`src/rtl/qspi_ddr_txser.sv`:
```
// rtl/qspi_ddr_txser.sv - QSPI transmit serializer producing per-clock DDR patterns for SCK and DQ[3:0]
// One system clock equals one SCK period; outputs are registered alongside the state they belong to.
module qspi_ddr_txser #(
    parameter int CS_SETUP = 1,
    parameter int CS_HOLD  = 1,
    parameter int CS_HIGH  = 2
) (
    input  logic       i_clk,
    input  logic       i_reset_n,
    input  logic       i_stb,
    input  logic [7:0] i_byte,
    input  logic       i_quad,
    input  logic       i_last,
    output logic       o_ready,
    output logic       o_busy,
    output logic       o_cs_n,
    output logic [1:0] o_sck,
    output logic [7:0] o_dq,
    output logic [3:0] o_oe
);

    typedef enum logic [2:0] {
        ST_IDLE,
        ST_SETUP,
        ST_SHIFT,
        ST_STALL,
        ST_HOLD,
        ST_DESEL
    } state_e;

    state_e     state_q, state_d;
    logic [3:0] cnt_q, cnt_d;
    logic [2:0] bit_q, bit_d;
    logic [7:0] byte_q, byte_d;
    logic       quad_q, quad_d;
    logic       last_q, last_d;

    logic       ready_q, ready_d;
    logic       busy_q, busy_d;
    logic       cs_n_q, cs_n_d;
    logic [1:0] sck_q, sck_d;
    logic [7:0] dq_q, dq_d;
    logic [3:0] oe_q, oe_d;

    logic       accept;
    logic       byte_end_q;
    logic       byte_end_d;
    logic [3:0] nib_d;
    logic       bit_val_d;

    assign accept     = i_stb & ready_q;
    assign byte_end_q = quad_q ? (bit_q == 3'd1) : (bit_q == 3'd7);
    assign byte_end_d = quad_d ? (bit_d == 3'd1) : (bit_d == 3'd7);

    always_ff @(posedge i_clk or negedge i_reset_n) begin
        if (!i_reset_n) begin
            state_q <= ST_IDLE;
            cnt_q   <= 4'd0;
            bit_q   <= 3'd0;
            byte_q  <= 8'd0;
            quad_q  <= 1'b0;
            last_q  <= 1'b0;
            ready_q <= 1'b0;
            busy_q  <= 1'b0;
            cs_n_q  <= 1'b1;
            sck_q   <= 2'b00;
            dq_q    <= 8'hFF;
            oe_q    <= 4'b1101;
        end else begin
            state_q <= state_d;
            cnt_q   <= cnt_d;
            bit_q   <= bit_d;
            byte_q  <= byte_d;
            quad_q  <= quad_d;
            last_q  <= last_d;
            ready_q <= ready_d;
            busy_q  <= busy_d;
            cs_n_q  <= cs_n_d;
            sck_q   <= sck_d;
            dq_q    <= dq_d;
            oe_q    <= oe_d;
        end
    end

    always_comb begin
        state_d = state_q;
        cnt_d   = cnt_q;
        bit_d   = bit_q;
        byte_d  = byte_q;
        quad_d  = quad_q;
        last_d  = last_q;
        case (state_q)
            ST_IDLE: begin
                if (accept) begin
                    byte_d  = i_byte;
                    quad_d  = i_quad;
                    last_d  = i_last;
                    bit_d   = 3'd0;
                    cnt_d   = 4'(CS_SETUP - 1);
                    state_d = ST_SETUP;
                end
            end
            ST_SETUP: begin
                if (cnt_q == 4'd0) state_d = ST_SHIFT;
                else               cnt_d   = cnt_q - 4'd1;
            end
            ST_SHIFT: begin
                if (!byte_end_q) begin
                    bit_d = bit_q + 3'd1;
                end else begin
                    bit_d = 3'd0;
                    if (last_q) begin
                        cnt_d   = 4'(CS_HOLD - 1);
                        state_d = ST_HOLD;
                    end else if (accept) begin
                        byte_d = i_byte;
                        quad_d = i_quad;
                        last_d = i_last;
                    end else begin
                        state_d = ST_STALL;
                    end
                end
            end
            ST_STALL: begin
                if (accept) begin
                    byte_d  = i_byte;
                    quad_d  = i_quad;
                    last_d  = i_last;
                    bit_d   = 3'd0;
                    state_d = ST_SHIFT;
                end
            end
            ST_HOLD: begin
                if (cnt_q == 4'd0) begin
                    cnt_d   = 4'(CS_HIGH - 1);
                    state_d = ST_DESEL;
                end else begin
                    cnt_d = cnt_q - 4'd1;
                end
            end
            ST_DESEL: begin
                if (cnt_q == 4'd0) state_d = ST_IDLE;
                else               cnt_d   = cnt_q - 4'd1;
            end
            default: state_d = ST_IDLE;
        endcase
    end

    // Outputs are derived from the next state so they land in the same cycle as that state.
    always_comb begin
        cs_n_d    = 1'b1;
        sck_d     = 2'b00;
        dq_d      = 8'hFF;
        oe_d      = 4'b1101;
        ready_d   = 1'b0;
        busy_d    = (state_d != ST_IDLE);
        nib_d     = (bit_d == 3'd0) ? byte_d[7:4] : byte_d[3:0];
        bit_val_d = byte_d[3'd7 - bit_d];
        case (state_d)
            ST_IDLE:  ready_d = 1'b1;
            ST_SETUP: cs_n_d  = 1'b0;
            ST_SHIFT: begin
                cs_n_d  = 1'b0;
                sck_d   = 2'b01;
                ready_d = byte_end_d & ~last_d;
                if (quad_d) begin
                    dq_d = {{2{nib_d[3]}}, {2{nib_d[2]}}, {2{nib_d[1]}}, {2{nib_d[0]}}};
                    oe_d = 4'b1111;
                end else begin
                    dq_d = {6'h3F, {2{bit_val_d}}};
                    oe_d = 4'b1101;
                end
            end
            ST_STALL: begin
                cs_n_d  = 1'b0;
                dq_d    = dq_q;
                oe_d    = oe_q;
                ready_d = 1'b1;
            end
            ST_HOLD: begin
                cs_n_d = 1'b0;
                dq_d   = dq_q;
                oe_d   = oe_q;
            end
            default: ;
        endcase
    end

    assign o_ready = ready_q;
    assign o_busy  = busy_q;
    assign o_cs_n  = cs_n_q;
    assign o_sck   = sck_q;
    assign o_dq    = dq_q;
    assign o_oe    = oe_q;

endmodule
```
`config.mk`:
```
export PLATFORM = sky130hd
export DESIGN_NAME = qspi_ddr_txser
export DESIGN_NICKNAME = d
export VERILOG_FILES = /design/src/rtl/qspi_ddr_txser.sv
export SDC_FILE = /design/constraint.sdc
export NUM_CORES = 1
export LEC_CHECK = 0
export ABC_AREA = 0
export CAP_MARGIN = 20
export CORE_ASPECT_RATIO = 0.9
export CORE_MARGIN = 5
export CORE_UTILIZATION = 57
export CTS_CLUSTER_SIZE = 24
export DETAILED_ROUTE_END_ITERATION = 6
export PLACE_DENSITY_LB_ADDON = 0.1
export SLEW_MARGIN = 20
export SYNTH_ARGS = -nofsm -noshare
export SYNTH_HDL_FRONTEND = slang
export SYNTH_SLANG_ARGS = --single-unit
```
`constraint.sdc`:
```
create_clock -name i_clk -period 4.45 [get_ports i_clk]
set_input_delay 0.445 -clock i_clk [delete_from_list [all_inputs] [get_ports i_clk]]
set_output_delay 0.445 -clock i_clk [all_outputs]
set_load 0.01 [all_outputs]
```
==> impl_metrics.yaml <==
routing:
  vias_per_cell: 5.980
  wl_mm: 3.989
  wire_per_inst_um: 15.77
  antenna_left: 0
  drt_iter0_markers: 112
  num_vias: 1513
  drcViolationCount: 0
  drt_pass1_iterations: 4
sta:
  min_period_ns: 2.807
  fmax_mhz: 356.3
  setup_viol: 0
  fin_crit_sh: 0.6307
  relSlewSlack: 0.3644
  worst_pin_slew_ns: 0.9510
  finClkSkew_ns: 0.01140
  hold_violations: 0
  rsz0062_at_grt: "no"
  setup_tns_ns: 0
  maxSlewViolCount: 0
worst_setup_path:
  crit_path_cell_trace: "inv_1 > ha_1 > nor3b_2 > nor2_1 > a2111oi_1 > nor4_1 > a21oi_1 > o21ai_0"
  max_stage_delay_ns: 0.87
  path_delay_family: "compound AO/OA/AOI/OAI gates"
  worst-setup-path-type: "reg2reg"
  cp-start-kind: "flip-flop"
  r2r-start: "cnt_q[0]$_DFFE_PN0P_"
  rr_worst_depth: 8
  cp.required_ns: 4.66
  end_kind: "flip-flop"
  path_buf_inv: 1
  regToRegSetupSlack_ns: 1.64
  crit_path_top_delay_cell: "a2111oi_1"
  crit_arrival_ns: 3.02
  rr_endpoint: "o_oe[1]$_DFFE_PN0N_"
  crit_cells: 8
  critPathMaxFanout: 5
die:
  rows: 19
  core_area_mm2: 0.003043
  io_pins: 30
  dieArea_mm2: 0.004387
  die_w_um: 69.27
  chipHeight_um: 63.34
  initial_utilization: 0.5921
power:
  p_leak_nw: 0.9213
  ir_drop_uv: 411.3
  total_power_mw: 1.617
  p_per_area_mw_per_mm2: 766.1
synth:
  ys_ff_latch: 29
  synth.avg_cell_area_um2: 9.483
  yosysWarnings: 0
  async_flop_share: 1.000
  synthCells: 190
  ys_seq_area_frac: 0.4063
  yosys_most_used_dff: "dfrtp_1"
  synth.distinct_cells: 55
  synth_edf_count: 0
  syn_area_mm2: 0.001802
finish:
  nets: 226
  syn2layout_area_growth_pct: 17.15
  diodes: 0
  layout-drive-gt1-share: 0.1280
placement:
  gp_congestion: 0.8337
  port_buffers: 25
  dp_hpwl_mm: 3.014
clocking:
  postCtsSetupBuffers: 0
  cts_buffers: 5
  cts-hold-fix-buffers: 0
  clk_latency_ns: 0.34
  clkSlewWorstSetupHoldPaths_ns: 0.10
  cts_root_buffer: "clkbuf_4"
  cts_num_sinks: 29
  htree_num_levels: 2
  cts_buffer_depth: 2
  cts_tree: "built"
  cts.repair.resized: 0
grt:
  antenna_found_initial: 0
  grt_max_degree: 30
  grt.overflow.total: 0
  track_usage: 0.1926
  grt_pass1_vias: 1448
  grt_pass1_wl_mm: 6.789
job:
  cap_viol_max_count: 0
run_status:
  status: "finished clean"
worst_hold_path:
  hp-class: "in2async"
-- sequential cells by signal (all words and copies together), names as in the netlist --
name,cells
byte_q,8
cnt_q,4
o_dq,4
bit_q,3
state_q,3
last_q,1
o_busy,1
o_cs_n,1
o_oe,1
o_ready,1
o_sck,1
quad_q,1
-- metal layers --
layer	track usage	routed length, um	part of all wire	vias to the layer above
li1	-	-	-	724
met1	0.2354	1759	0.44	731
met2	0.3107	1882	0.47	47
met3	0.06041	223	0.056	11
met4	0.08780	124	0.031	0
met5	0	0	0	-
-- layout make-up --
cell class | instances | area, um^2
timing repair buffer | 26 | 257.7
inverter | 17 | 63.81
clock inverter | 2 | 37.54
sequential | 29 | 732.0
fill | 255 | 932.1
tap | 42 | 52.55
clock buffer | 6 | 51.30
multi-input combinational | 131 | 915.9
-- layout by cell type, fill, tap and decap left out, types with 3 or more instances in the layout --
master and n:
o211a_1 3, nand2b_1 3, o22a_1 3, nor3_1 4, o2111a_1 3, conb_1 4
nor2b_1 3, nand2_1 12, clkbuf_4 5, nand3b_1 3, a211oi_1 3, a21oi_1 12
ha_1 3, a32o_1 5, clkdlybuf4s50_1 25, mux2_2 6, o21ai_0 6, dfstp_2 5
inv_1 17, nor2_1 17, dfrtp_1 24
-- kinds of logic after synthesis --
logic type / Yosys count / synth area share
AND/OR/NAND/NOR: 53 / 0.1590
other: 2 / 0.004168
adder cells (fa/ha/maj): 3 / 0.02084
buffers and inverters: 32 / 0.08958
AO/OA/AOI/OAI: 60 / 0.2570
multiplexers: 8 / 0.04861
flip-flops: 29 / 0.4063
XOR/XNOR: 3 / 0.01459
-- per-stage QoR --
stage | instances | utilization | worst slack, ns | hold WS [ns] | area [um^2]
detailed placement | 245 | 0.6645 | 1.664 | 0.5064 | 2022
global route | 253 | 0.6937 | 1.432 | 0.4985 | 2111
finish | 253 | 0.6937 | 1.643 | 0.4774 | 2111
floorplan | 192 | - | 2.163 | 0.1494 | 1809
global placement | 245 | 0.6645 | 1.712 | 0.4896 | 2022
CTS | 253 | 0.6937 | 1.670 | 0.4994 | 2111
-- worst max path at each step --
stage / endpoint / slack, ns / start
6_report: o_oe[1]$_DFFE_PN0N_ / 1.64 / cnt_q[0]$_DFFE_PN0P_
4_1_cts: o_oe[1]$_DFFE_PN0N_ / 1.67 / cnt_q[0]$_DFFE_PN0P_
3_5_place_dp: o_dq[1]$_DFFE_PN1N_ / 1.66 / i_stb
3_3_place_gp: o_dq[1]$_DFFE_PN1N_ / 1.71 / i_stb
2_1_floorplan: o_dq[1]$_DFFE_PN1N_ / 2.16 / cnt_q[0]$_DFFE_PN0P_
5_1_grt: o_oe[1]$_DFFE_PN0N_ / 1.43 / cnt_q[0]$_DFFE_PN0P_
-- synthesized netlist by cell type, types with 3 or more instances --
cell type,n,share of area
a211oi_1,3,0.012
a21oi_1,12,0.033
a32o_1,5,0.028
buf_2,3,0.0083
buf_4,8,0.033
clkbuf_1,3,0.0062
dfrtp_1,24,0.33
dfstp_2,5,0.073
ha_1,3,0.021
inv_1,17,0.035
mux2_2,6,0.037
nand2_1,12,0.025
nand2b_1,3,0.010
nand3b_1,3,0.012
nor2_1,17,0.035
nor2b_1,3,0.010
nor3_1,4,0.011
o2111a_1,3,0.019
o211a_1,3,0.017
o21ai_0,6,0.017
o22a_1,3,0.015
-- power by group --
| part | internal [mW] | total (mW) | switching [mW] | leakage [nW] |
|---|---|---|---|---|
| logic | 0.399 | 0.877 | 0.478 | 0.523 |
| registers | 0.388 | 0.509 | 0.120 | 0.354 |
| clock network | 0.133 | 0.232 | 0.0982 | 0.0445 |
Note: power is estimated with default switching activity, not from simulation.
